$ cat src/rtl/prg_loader_pkg.sv
// Shared state encoding and fixed addresses for the PRG file loader.
package prg_loader_pkg;

    typedef enum logic [2:0] {
        StIdle,
        StHdr,
        StData,
        StDrain,
        StPtrLo,
        StPtrHi
    } state_e;

    // Zero-page pointer patched with the end-of-program address.
    localparam logic [15:0] PTR_LO_ADDR = 16'h002A;
    localparam logic [15:0] PTR_HI_ADDR = 16'h002B;
    localparam int unsigned HDR_BYTES   = 2;

endpackage

$ cat src/rtl/prg_fifo.sv
// Synchronous FIFO for {addr, byte} entries; same-cycle push and pop allowed, even when full.
module prg_fifo #(
    parameter int unsigned DEPTH = 4,
    parameter int unsigned WIDTH = 24
) (
    input  logic                     clk,
    input  logic                     reset_n,
    input  logic                     flush,
    input  logic                     push,
    input  logic [WIDTH-1:0]         wdata,
    input  logic                     pop,
    output logic [WIDTH-1:0]         rdata,
    output logic [$clog2(DEPTH):0]   count,
    output logic                     full,
    output logic                     empty
);

    localparam int unsigned AW = $clog2(DEPTH);
    localparam logic [AW:0] FULL_CNT = (AW + 1)'(DEPTH);

    logic [WIDTH-1:0] mem_q [DEPTH];
    logic [AW-1:0]    wr_ptr_q;
    logic [AW-1:0]    rd_ptr_q;
    logic [AW:0]      count_q;
    logic             do_push;
    logic             do_pop;

    always_comb begin
        do_pop  = pop && (count_q != '0);
        do_push = push && ((count_q != FULL_CNT) || do_pop);
    end

    always_ff @(posedge clk or negedge reset_n) begin
        if (!reset_n) begin
            wr_ptr_q <= '0;
            rd_ptr_q <= '0;
            count_q  <= '0;
        end else if (flush) begin
            wr_ptr_q <= '0;
            rd_ptr_q <= '0;
            count_q  <= '0;
        end else begin
            if (do_push) wr_ptr_q <= wr_ptr_q + 1'b1;
            if (do_pop)  rd_ptr_q <= rd_ptr_q + 1'b1;
            case ({do_push, do_pop})
                2'b10:   count_q <= count_q + 1'b1;
                2'b01:   count_q <= count_q - 1'b1;
                default: ;
            endcase
        end
    end

    always_ff @(posedge clk) begin
        if (do_push && !flush) mem_q[wr_ptr_q] <= wdata;
    end

    assign rdata = mem_q[rd_ptr_q];
    assign count = count_q;
    assign full  = (count_q == FULL_CNT);
    assign empty = (count_q == '0);

endmodule

$ cat src/rtl/prg_loader.sv
// Streams a PRG file from data_io into PET memory through the DMA port, then
// patches the end-of-program pointer in zero page.
module prg_loader
    import prg_loader_pkg::*;
#(
    parameter int unsigned FIFO_DEPTH = 4,
    parameter logic [15:0] TOP_ADDR   = 16'h8000
) (
    input  logic        clk,
    input  logic        reset_n,
    input  logic        prg_download,
    input  logic        ioctl_wr,
    input  logic [24:0] ioctl_addr,
    input  logic [7:0]  ioctl_dout,
    output logic        ioctl_wait,
    input  logic        dma_slot,
    output logic [15:0] dma_addr,
    output logic [7:0]  dma_din,
    output logic        dma_we,
    output logic        busy,
    output logic        clipped,
    output logic        overflow
);

    localparam int unsigned CW = $clog2(FIFO_DEPTH) + 1;
    localparam logic [CW-1:0] WAIT_LEVEL = CW'(FIFO_DEPTH - 1);

    state_e      state_q;
    logic        dl_q;
    logic [15:0] addr_q;
    logic        clipped_q;
    logic        overflow_q;

    logic          start;
    logic          data_wr;
    logic          in_range;
    logic          fifo_pop;
    logic          fifo_space;
    logic          fifo_push;
    logic          ptr_we;
    logic [23:0]   fifo_rdata;
    logic [CW-1:0] fifo_count;
    logic          fifo_full;
    logic          fifo_empty;

    always_comb begin
        start      = prg_download && !dl_q;
        data_wr    = (state_q == StData) && prg_download && ioctl_wr &&
                     (ioctl_addr >= 25'(HDR_BYTES));
        in_range   = addr_q < TOP_ADDR;
        // A new download flushes the queue, so nothing is popped on that cycle.
        fifo_pop   = !start && dma_slot && !fifo_empty &&
                     ((state_q == StData) || (state_q == StDrain));
        fifo_space = !fifo_full || fifo_pop;
        fifo_push  = !start && data_wr && in_range && fifo_space;
        ptr_we     = !start && dma_slot && ((state_q == StPtrLo) || (state_q == StPtrHi));
    end

    prg_fifo #(
        .DEPTH (FIFO_DEPTH),
        .WIDTH (24)
    ) u_fifo (
        .clk     (clk),
        .reset_n (reset_n),
        .flush   (start),
        .push    (fifo_push),
        .wdata   ({addr_q, ioctl_dout}),
        .pop     (fifo_pop),
        .rdata   (fifo_rdata),
        .count   (fifo_count),
        .full    (fifo_full),
        .empty   (fifo_empty)
    );

    always_ff @(posedge clk or negedge reset_n) begin
        if (!reset_n) begin
            state_q    <= StIdle;
            dl_q       <= 1'b0;
            addr_q     <= '0;
            clipped_q  <= 1'b0;
            overflow_q <= 1'b0;
        end else begin
            dl_q <= prg_download;
            if (start) begin
                state_q    <= StHdr;
                addr_q     <= '0;
                clipped_q  <= 1'b0;
                overflow_q <= 1'b0;
            end else begin
                case (state_q)
                    StIdle: ;
                    StHdr: begin
                        if (!prg_download) begin
                            state_q <= StIdle;
                        end else if (ioctl_wr && (ioctl_addr == 25'd0)) begin
                            addr_q[7:0] <= ioctl_dout;
                        end else if (ioctl_wr && (ioctl_addr == 25'd1)) begin
                            addr_q[15:8] <= ioctl_dout;
                            state_q      <= StData;
                        end
                    end
                    StData: begin
                        if (!prg_download) begin
                            state_q <= StDrain;
                        end else if (data_wr) begin
                            // Clipped bytes freeze the address; dropped bytes still advance it.
                            if (!in_range) begin
                                clipped_q <= 1'b1;
                            end else begin
                                addr_q <= addr_q + 16'd1;
                                if (!fifo_space) overflow_q <= 1'b1;
                            end
                        end
                    end
                    StDrain: if (fifo_empty) state_q <= StPtrLo;
                    StPtrLo: if (dma_slot) state_q <= StPtrHi;
                    StPtrHi: if (dma_slot) state_q <= StIdle;
                    default: state_q <= StIdle;
                endcase
            end
        end
    end

    always_comb begin
        dma_we   = 1'b0;
        dma_addr = '0;
        dma_din  = '0;
        if (fifo_pop) begin
            dma_we   = 1'b1;
            dma_addr = fifo_rdata[23:8];
            dma_din  = fifo_rdata[7:0];
        end else if (ptr_we) begin
            dma_we = 1'b1;
            if (state_q == StPtrLo) begin
                dma_addr = PTR_LO_ADDR;
                dma_din  = addr_q[7:0];
            end else begin
                dma_addr = PTR_HI_ADDR;
                dma_din  = addr_q[15:8];
            end
        end
    end

    assign ioctl_wait = fifo_count >= WAIT_LEVEL;
    assign busy       = state_q != StIdle;
    assign clipped    = clipped_q;
    assign overflow   = overflow_q;

endmodule
$ cat config.mk
export PLATFORM = sky130hd
export DESIGN_NAME = prg_loader
export DESIGN_NICKNAME = d
export VERILOG_FILES = /design/src/rtl/prg_loader_pkg.sv /design/src/rtl/prg_fifo.sv /design/src/rtl/prg_loader.sv
export SDC_FILE = /design/constraint.sdc
export NUM_CORES = 1
export LEC_CHECK = 0
export ABC_CLOCK_PERIOD_IN_PS = 3450
export CORE_ASPECT_RATIO = 0.6
export CORE_UTILIZATION = 50
export CTS_CLUSTER_DIAMETER = 30
export CTS_CLUSTER_SIZE = 40
export DETAILED_ROUTE_END_ITERATION = 12
export PLACE_DENSITY_LB_ADDON = 0.2
export SYNTH_ARGS = -nofsm -noshare
export SYNTH_HDL_FRONTEND = slang
export SYNTH_SLANG_ARGS = --single-unit
$ cat constraint.sdc
create_clock -name clk -period 3.45 [get_ports clk]
set_input_delay 0.69 -clock clk [delete_from_list [all_inputs] [get_ports clk]]
set_output_delay 0.69 -clock clk [all_outputs]
set_load 0.02 [all_outputs]
==> results.yml, run 1 <==
min_path:
  hp-start: "overflow"
  hold_class: "reg2reg"
synth:
  synth_adder_area_share_pct: 1.362
  synth.distinct_cells: 69
  synth_xor_area_share_pct: 0.7222
  syn-num-nets: 495
  yosys_warnings: 0
  synthesis.area_sq_mm: 0.006063
  synth_flop_cell: "edfxtp_1"
  avgSynthCellArea_sq_um: 13.44
  yosysSeqAreaShare_pct: 59.51
  synth_compound_area_share_pct: 10.90
  async_flop_share_pct: 23.20
  synth-edff-count: 96
  synth-seq-cells: 125
  muxShareOfSynthArea_pct: 11.06
  synth_top_family_by_area: "simple AND/OR/NAND/NOR gates"
  postSynthCellCount: 451
  synth-simple-area-share_pct: 12.55
finish:
  drive_gt1_share_pct: 16.30
  fin_area_sq_mm: 0.007547
  fin_util_pct: 65.28
  area_growth_syn_to_layout_pct: 24.47
  nets: 572
  antenna_cells: 0
run:
  max_cap_violations: 0
floorplanning:
  row_count: 30
  fp.coreArea_sq_mm: 0.01156
  dieArea_sq_mm: 0.01259
  die_h_microns: 87.30
  die_x_microns: 144.2
  start_util_pct: 52.45
  io_pins: 67
worst_setup_path:
  slowest_stage: "clkdlybuf4s50_1"
  start_kind: "input port"
  cp_common_cell: "clkdlybuf4s50_1"
  crit_path_end_kind: "primary output"
  r2r_start: "u_fifo.count[2]"
  crit_chain: "clkdlybuf4s50_1, nand2b_1, nand4b_1, buf_4, o22ai_1, clkdlybuf4s50_1"
  cp.arrival_ns: 2.56
  cp.required_ns: 2.76
  critPathMaxFanout: 11
  crit_start: "prg_download"
  critPathKind: "in2out"
  slowest_delay_ns: 0.63
placed_design:
  detailed_place_hpwl_microns: 9849
  gp_congestion: 0.8917
  port_buffers: 66
  dpl_cell_area_sq_mm: 0.006953
cts:
  htreeDepth: 4
  cts_hold_buffers: 0
  cts.sinks: 125
  clk_pin_slew_worst_paths_ns: 0.05
  cts_root_buf: "clkbuf_16"
  clk_latency_ns: 0.41
  cts_resized: 0
  cts_setup_buffers: 0
  numCtsBuffers: 17
  cts_buffer_depth: 2
  cts_tree: "done"
routing:
  top_layer_used: "met4"
  viasPerCell: 6.114
  vias: 4280
  drc: 0
  wl_met2_microns: 6522
  drt-wirelength-per-cell_microns: 21.15
  ant_nets: 0
  dr_wl_met3_microns: 1329
  drt_first_pass_iters: 6
  drt_iter0_markers: 469
  met1_length_microns: 6716
  routed_wl_microns: 14800
pwr:
  comb_power_share_pct: 6.5
  p_int_uw: 2928
  power_frac_seq_pct: 46.5
  max-vdd-ir-drop_uv: 395.4
  p_sw_uw: 872.9
  power-per-cell-area_mw_per_mm2: 503.6
  leakagePower_uw: 0.002686
  p_total_uw: 3801
  pwr-share-clk_pct: 47.0
  p_sw_share_pct: 22.97
sta:
  relSlewSlack_pct: 65.71
  drv_slew: 0
  setup_viol: 0
  worst_pin_slew_ns: 0.5144
  post-route-min-period_ns: 3.254
  rsz0062_at_grt: "no"
  max_freq_ghz: 0.3073
  post-route-period-util_pct: 94.33
  final_hold_viol_count: 0
  fin_hold_ws_ns: 0.5227
  fin_tns_setup_ns: 0
  fin_worst_skew_ns: 0.006272
global_routing:
  grt_pass1_wl_microns: 23290
  grt_pass1_vias: 4185
  grt_max_degree: 30
  antenna_found_initial: 0
  gr-usage-all-layers_pct: 25.89
  overflow: 0
run_status:
  status: "completed"
-- Yosys cell counts (all sizes together) (2+ instances only) --
| cell type | count | share of area (%) |
|---|---|---|
| a311oi | 2 | 0.29 |
| mux4 | 24 | 8.9 |
| a311o | 2 | 0.33 |
| a21o | 2 | 0.25 |
| nand2b | 3 | 0.31 |
| nand2 | 32 | 2.0 |
| a21boi | 2 | 0.25 |
| mux2i | 13 | 2.1 |
| edfxtp | 96 | 48 |
| a221o | 4 | 0.66 |
| clkbuf | 14 | 1.0 |
| and3 | 3 | 0.33 |
| a31oi | 10 | 1.0 |
| and3b | 2 | 0.29 |
| nand4 | 6 | 0.62 |
| a211oi | 6 | 0.74 |
| xnor2 | 5 | 0.72 |
| inv | 22 | 1.4 |
| a211o | 5 | 0.72 |
| o21ai | 12 | 1.1 |
| a21oi | 19 | 1.8 |
| nor4 | 9 | 1.1 |
| and4 | 3 | 0.43 |
| nor2 | 25 | 1.6 |
| o31ai | 2 | 0.25 |
| and2 | 9 | 0.93 |
| dfrtp | 29 | 12 |
| buf | 15 | 1.5 |
| o22a | 2 | 0.29 |
| ha | 5 | 1.0 |
| o22ai | 10 | 1.0 |
| nor2b | 17 | 1.8 |
| nor3 | 10 | 0.91 |
| a31o | 2 | 0.43 |
| a221oi | 2 | 0.39 |
| nand3 | 9 | 0.95 |
| or3b | 2 | 0.29 |
| nor3b | 3 | 0.64 |
-- worst paths after layout --
check                                   to  slack [ns]  cells past startpoint
setup / recovery               dma_addr[0]        0.20                      6
hold / removal                    overflow        0.52                      2
setup reg to reg           u_fifo.count[2]        0.83                      9
hold reg to reg                   overflow        0.52                      2
max in group asynchronous        addr_q[6]        2.47                      2
min in group asynchronous       state_q[2]        0.68                      2
-- logic make-up (layout without fill, tap and decap cells) --
| kind of cell | after synthesis | in the layout |
|---|---|---|
| AND/OR/NAND/NOR | 136 | 136 |
| flip-flops | 125 | 125 |
| AO/OA/AOI/OAI | 91 | 91 |
| buffers and inverters | 51 | 140 |
| multiplexers | 37 | 37 |
| adder cells (fa/ha/maj) | 6 | 6 |
| XOR/XNOR | 5 | 5 |
-- layout by cell type (no fill, tap or decap), types with 10 or more instances in the layout --
cell type and n:
clkdlybuf4s50_1 66, edfxtp_1 96, nand2_1 32, nor2_1 24
a31oi_1 10, clkbuf_16 17, inv_1 22, buf_4 19
dfrtp_1 29, mux4_2 24, mux2i_1 13, a21oi_1 17
o22ai_1 10, nor2b_1 17
-- metrics by stage --
step	worst slack (ns)	cells
floorplan	0.6556	451
global placement	0.2321	669
detailed placement	0.1898	669
CTS	0.1797	700
global route	0.06064	700
finish	0.1956	700
-- metal layers --
| metal | track usage, % | up-vias |
|---|---|---|
| met2 | 37.81 | 221 |
| met3 | 6.597 | 22 |
| met5 | 0 | - |
| met4 | 8.900 | 0 |
| met1 | 37.78 | 2125 |
| li1 | - | 1912 |
-- registers in the layout, indices dropped and copies added (netlist names), 2 cells and up --
| signal | flops |
|---|---|
| addr_q | 16 |
| u_fifo.count | 3 |
| u_fifo.mem_q | 96 |
| u_fifo.wr_ptr_q | 2 |
| state_q | 3 |
| u_fifo.rd_ptr_q | 2 |
-- power groups by stage --
stage / sequential (uW) / clock [uW] / combinational (uW)
2_1_floorplan: 1740 / 0 / 171
3_3_place_gp: 1790 / 0 / 240
3_5_place_dp: 1790 / 0 / 244
4_1_cts: 1760 / 1800 / 245
5_1_grt: 1770 / 1870 / 269
6_report: 1770 / 1790 / 247
-- area by class of cell --
type,count,area [sq um]
Sequential cell,125,3608
Inverter,22,82.58
Timing Repair Buffer,87,843.3
Fill cell,877,4014
Clock buffer,18,429.2
Multi-Input combinational cell,275,2218
Tap cell,160,200.2
Clock inverter,13,165.2
-- worst max-delay path: cells and delay by family --
| kind | cells | cell delay (ns) |
|---|---|---|
| buffers and inverters | 3 | 1.31 |
| AND/OR/NAND/NOR | 2 | 0.37 |
| AO/OA/AOI/OAI | 1 | 0.19 |
No activity file was read; power rests on OpenSTA's default activity.
==> inputs of run 2 (changes only) <==
Settings changed: CELL_PAD_IN_SITES_DETAIL_PLACEMENT from default to 0, CELL_PAD_IN_SITES_GLOBAL_PLACEMENT from default to 1, CORE_UTILIZATION 50 to 46.
==> results.yml, run 2 (synthesis gave the netlist of run 1 again) <==
sta:
  fin_hold_ws_ns: 0.5048
  rsz0062_at_grt: "no"
  drv_slew: 0
  setup_viol: 0
  max_freq_ghz: 0.3011
  fin_tns_setup_ns: 0
  post-route-period-util_pct: 96.26
  fin_worst_skew_ns: 0.01003
  worst_pin_slew_ns: 0.6158
  relSlewSlack_pct: 58.57
  final_hold_viol_count: 0
  post-route-min-period_ns: 3.321
  setup_ws_ns: 0.1291
cts:
  cts_tree: "done"
  cts.sinks: 125
  cts_hold_buffers: 0
  htreeDepth: 4
  clk_latency_ns: 0.41
  clk_pin_slew_worst_paths_ns: 0.06
  numCtsBuffers: 17
  cts_buffer_depth: 2
  cts_root_buf: "clkbuf_16"
floorplanning:
  start_util_pct: 47.18
  die_x_microns: 150.2
  io_pins: 67
  die_h_microns: 90.93
  row_count: 32
  dieArea_sq_mm: 0.01366
  fp.coreArea_sq_mm: 0.01285
routing:
  drt_iter0_markers: 395
  vias: 4200
  viasPerCell: 5.907
  routed_wl_microns: 14530
  drt_first_pass_iters: 5
  ant_nets: 0
  drc: 0
  drt-wirelength-per-cell_microns: 20.44
worst_setup_path:
  reg2reg_depth: 9
  cp.required_ns: 2.76
  critPathMaxFanout: 11
  crit_path_end_kind: "primary output"
  start_kind: "input port"
  r2r_start: "u_fifo.count[2]"
  cp.arrival_ns: 2.63
  critPathKind: "in2out"
  rrSetupSlack_ns: 0.86
  r2r-end: "u_fifo.count[2]"
finish:
  nets: 572
  fin_util_pct: 58.69
  final_cells: 711
  largest_register_ffs: 96
  drive_gt1_share_pct: 15.71
  antenna_cells: 0
  area_growth_syn_to_layout_pct: 24.41
  top_regs: "u_fifo.mem_q x96, addr_q x16"
  regMostFlops: "u_fifo.mem_q"
  mostFrequentLayoutCell: "edfxtp_1"
  mostFrequentLayoutCells: "edfxtp_1, clkdlybuf4s50_1, nand2_1"
run_status:
  status: "completed"
placed_design:
  port_buffers: 66
  place_ws_ns: 0.1806
  dp.cells: 679
  detailed_place_hpwl_microns: 9585
  gp_congestion: 0.8489
min_path:
  worst_hold_path.endpoint: "clipped"
  hp-start: "clipped"
  hold_class: "reg2reg"
  hold_depth: 2
global_routing:
  antenna_found_initial: 0
  grt_max_degree: 30
  gr-usage-all-layers_pct: 23.08
  grt_pass1_vias: 4064
  grt_pass1_wl_microns: 22890
  overflow: 0
run:
  max_cap_violations: 0
pwr:
  power-per-cell-area_mw_per_mm2: 495.7
  max-vdd-ir-drop_uv: 391.6
  leakagePower_uw: 0.002668
==> run 2: area by class of cell <==
class | count | area [sq um]
clock buffer | 23 | 457.9
clock inverter | 9 | 115.1
fill | 1002 | 5309
inverter | 22 | 82.58
multi-input combinational | 275 | 2223
sequential | 125 | 3608
tap | 170 | 212.7
timing repair buffer | 87 | 843.3
==> run 2: how the worst max path moves through the flow <==
stage | startpoint | end | slack (ns) | depth (start not counted)
2_1_floorplan | prg_download | u_fifo.count[2] | 0.66 | 10
3_3_place_gp | prg_download | dma_din[2] | 0.18 | 6
3_5_place_dp | prg_download | u_fifo.count[2] | 0.18 | 10
4_1_cts | state_q[1] | dma_din[6] | 0.1 | 7
5_1_grt | prg_download | dma_din[2] | 0.07 | 6
6_report | prg_download | dma_din[2] | 0.13 | 6
==> run 2: layer usage <==
layer	share of wire, %	wire, microns	GRT usage (%)	vias up
met5	0	0	0	-
met4	1.1	155	6.902	0
met3	6.6	961	4.623	18
met2	45	6469	33.76	166
met1	48	6946	34.73	2108
li1	-	-	-	1908
==> run 2: worst max-delay path: stages <==
cell             delay [ns]
clkdlybuf4s50_1        0.42
nand2b_1               0.13
nand4b_1               0.20
buf_4                  0.25
o22ai_1                0.27
clkdlybuf4s50_1        0.67
==> run 2: timing repair <==
item	in CTS	in global routing
setup buffers	0	0
endpoints found under the hold margin	0	0
setup endpoints to repair	0	4
resized for setup	0	1
==> run 2: power breakdown <==
part | internal [uW] | switching [uW] | leakage (uW)
registers | 1670 | 96.1 | 0.00128
logic | 119 | 124 | 0.00111
clock network | 1090 | 640 | 0.000272
==> run 2: per-stage QoR <==
step / area (sq um) / power [uW]
final: 7543 / 3739
after global routing: 7543 / 3857
after CTS: 7538 / 3761
after detailed placement: 6965 / 2035
after global placement: 6965 / 2030
after floorplan: 6063 / 1909
==> inputs of run 3 (changes only) <==
Settings changed: ABC_CLOCK_PERIOD_IN_PS 3450 to 3000, CORE_UTILIZATION 46 to 42, REMOVE_ABC_BUFFERS from default to 1.
Clock period 3.45 ns to 3 ns, I/O delays scaled along.
==> results.yml, run 3 (synthesis gave the netlist of run 1 again) <==
run_status:
  status: "completed"
finish:
  multi_input_area_sq_mm: 0.002227
  top_regs: "u_fifo.mem_q x96, addr_q x16"
  mostFrequentLayoutCell: "edfxtp_1"
  regMostFlops: "u_fifo.mem_q"
  area_growth_syn_to_layout_pct: 28.62
  fin_util_pct: 56.21
  nFillCells: 1162
  nets: 590
  register_area_sq_mm: 0.003608
  largest_register_ffs: 96
  mostFrequentLayoutCells: "edfxtp_1, clkdlybuf4s50_1, buf_4"
  antenna_cells: 0
  drive_gt1_share_pct: 19.50
floorplanning:
  die_h_microns: 95.07
  start_util_pct: 43.70
  fp.coreArea_sq_mm: 0.01387
  dieArea_sq_mm: 0.01494
  die_x_microns: 157.1
  io_pins: 67
  row_count: 33
sta:
  drv_slew: 0
  relSlewSlack_pct: 55.95
  worst_pin_slew_ns: 0.6607
  setup_viol: 0
  final_hold_viol_count: 0
  post-route-min-period_ns: 2.838
  rsz0062_at_grt: "no"
  fin_hold_ws_ns: 0.5140
  fin_worst_skew_ns: 0.009121
  post-route-period-util_pct: 94.60
  max_freq_ghz: 0.3524
cts:
  cts_buffer_depth: 2
  clk_latency_ns: 0.41
  clk_pin_slew_worst_paths_ns: 0.06
  cts_hold_buffers: 0
  numCtsBuffers: 17
  cts_root_buf: "clkbuf_16"
  cts.sinks: 125
  htreeDepth: 4
  cts_tree: "done"
pwr:
  power-per-cell-area_mw_per_mm2: 577.7
  max-vdd-ir-drop_uv: 475.3
  p_total_uw: 4505
  leakagePower_uw: 0.003025
min_path:
  hold_depth: 2
  hold_class: "reg2reg"
  hp-start: "overflow"
  worst_hold_path.endpoint: "overflow"
worst_setup_path:
  r2r_start: "state_q[2]"
  r2r-end: "u_fifo.count[2]"
  start_kind: "flip-flop"
  cp.arrival_ns: 2.24
  slowest_stage: "dfrtp_1"
  crit_chain: "inv_1, nand2_1, nor2_4, buf_4, buf_4, mux2i_2, o22ai_1, dlygate4sd2_1"
  cp_common_cell: "buf_4"
  critPathKind: "reg2out"
  slowest_delay_ns: 0.37
  reg2reg_depth: 10
  cp.required_ns: 2.40
  crit_path_end_kind: "primary output"
  rrSetupSlack_ns: 0.44
  critPathMaxFanout: 4
routing:
  routed_wl_microns: 15040
  drt_first_pass_iters: 5
  ant_nets: 0
  drc: 0
  drt_iter0_markers: 325
  drt-wirelength-per-cell_microns: 20.03
  viasPerCell: 5.651
  vias: 4244
run:
  max_cap_violations: 0
global_routing:
  overflow: 0
  grt_pass1_wl_microns: 23770
  antenna_found_initial: 0
  grt_pass1_vias: 4182
  grt_max_degree: 32
  gr-usage-all-layers_pct: 22.19
placed_design:
  port_buffers: 66
  detailed_place_hpwl_microns: 10240
  gp_congestion: 0.8366
-- run 3: cell count changes in the layout (fill, tap and decap cells not counted), moves of 2 or more --
cell and change:
dlymetal6s2s_1 +7, clkbuf_1 -5, inv_6 +2, clkdlybuf4s50_1 -25, buf_12 +3, inv_8 +4
buf_4 +14, dlygate4sd2_1 +18
-- run 3: layout make-up --
class	count	share of cell area, %
clock buffers	17	5.455
clock inverters	15	2.567
inverters	22	1.059
multi-input cells	275	28.56
flip-flops and latches	125	46.27
well taps	192	3.080
repair buffers	105	13.01
-- run 3: how the worst max path moves through the flow --
stage / from / endpoint / slack, ns / depth (start not counted)
floorplan: prg_download / dma_addr[1] / -0.26 / 3
global placement: prg_download / dma_din[3] / -0.05 / 6
detailed placement: prg_download / dma_din[3] / -0.09 / 6
CTS: state_q[1] / dma_din[2] / -0.10 / 7
global route: state_q[2] / dma_addr[3] / 0.02 / 6
finish: state_q[1] / dma_din[6] / 0.16 / 8
-- run 3: metal layers --
layer | vias up | part of all wire, % | GRT usage (%) | wire length, microns
met5 | - | 0 | 0 | 0
met2 | 157 | 43 | 33.15 | 6530
met4 | 0 | 1.0 | 7.443 | 150
met1 | 2131 | 49 | 33.17 | 7432
met3 | 13 | 6.2 | 3.409 | 926
li1 | 1943 | - | - | -
-- run 3: through the flow --
stage	cells	setup TNS [ns]	setup slack (ns)	instance area [sq um]
floorplan	422	-3.035	-0.2610	5909
global placement	717	-0.4004	-0.04738	7151
detailed placement	717	-0.6553	-0.08509	7151
CTS	749	-0.1044	-0.1044	7762
global route	751	0	0.02223	7799
finish	751	0	0.1621	7799
-- run 3: timing repair --
action / 4_1_cts / 5_1_grt
resized for setup: 20 / 8
setup endpoints to repair: 19 / 7
cloned: 0 / 0
setup buffers: 0 / 2
endpoints found under the hold margin: 0 / 0
pin swaps: 0 / 2
-- run 3: report_power, final --
group / internal [uW] / switching (uW)
clock: 1340 / 831
combinational: 153 / 183
sequential: 1920 / 75.7
total: 3420 / 1090
-- run 3: critical path: cells and delay by family, from the launching register on --
kind                   cells  cell delay, ns
buffers and inverters      4            0.76
flip-flops                 1            0.37
AND/OR/NAND/NOR            2            0.35
multiplexers               1            0.23
AO/OA/AOI/OAI              1            0.11
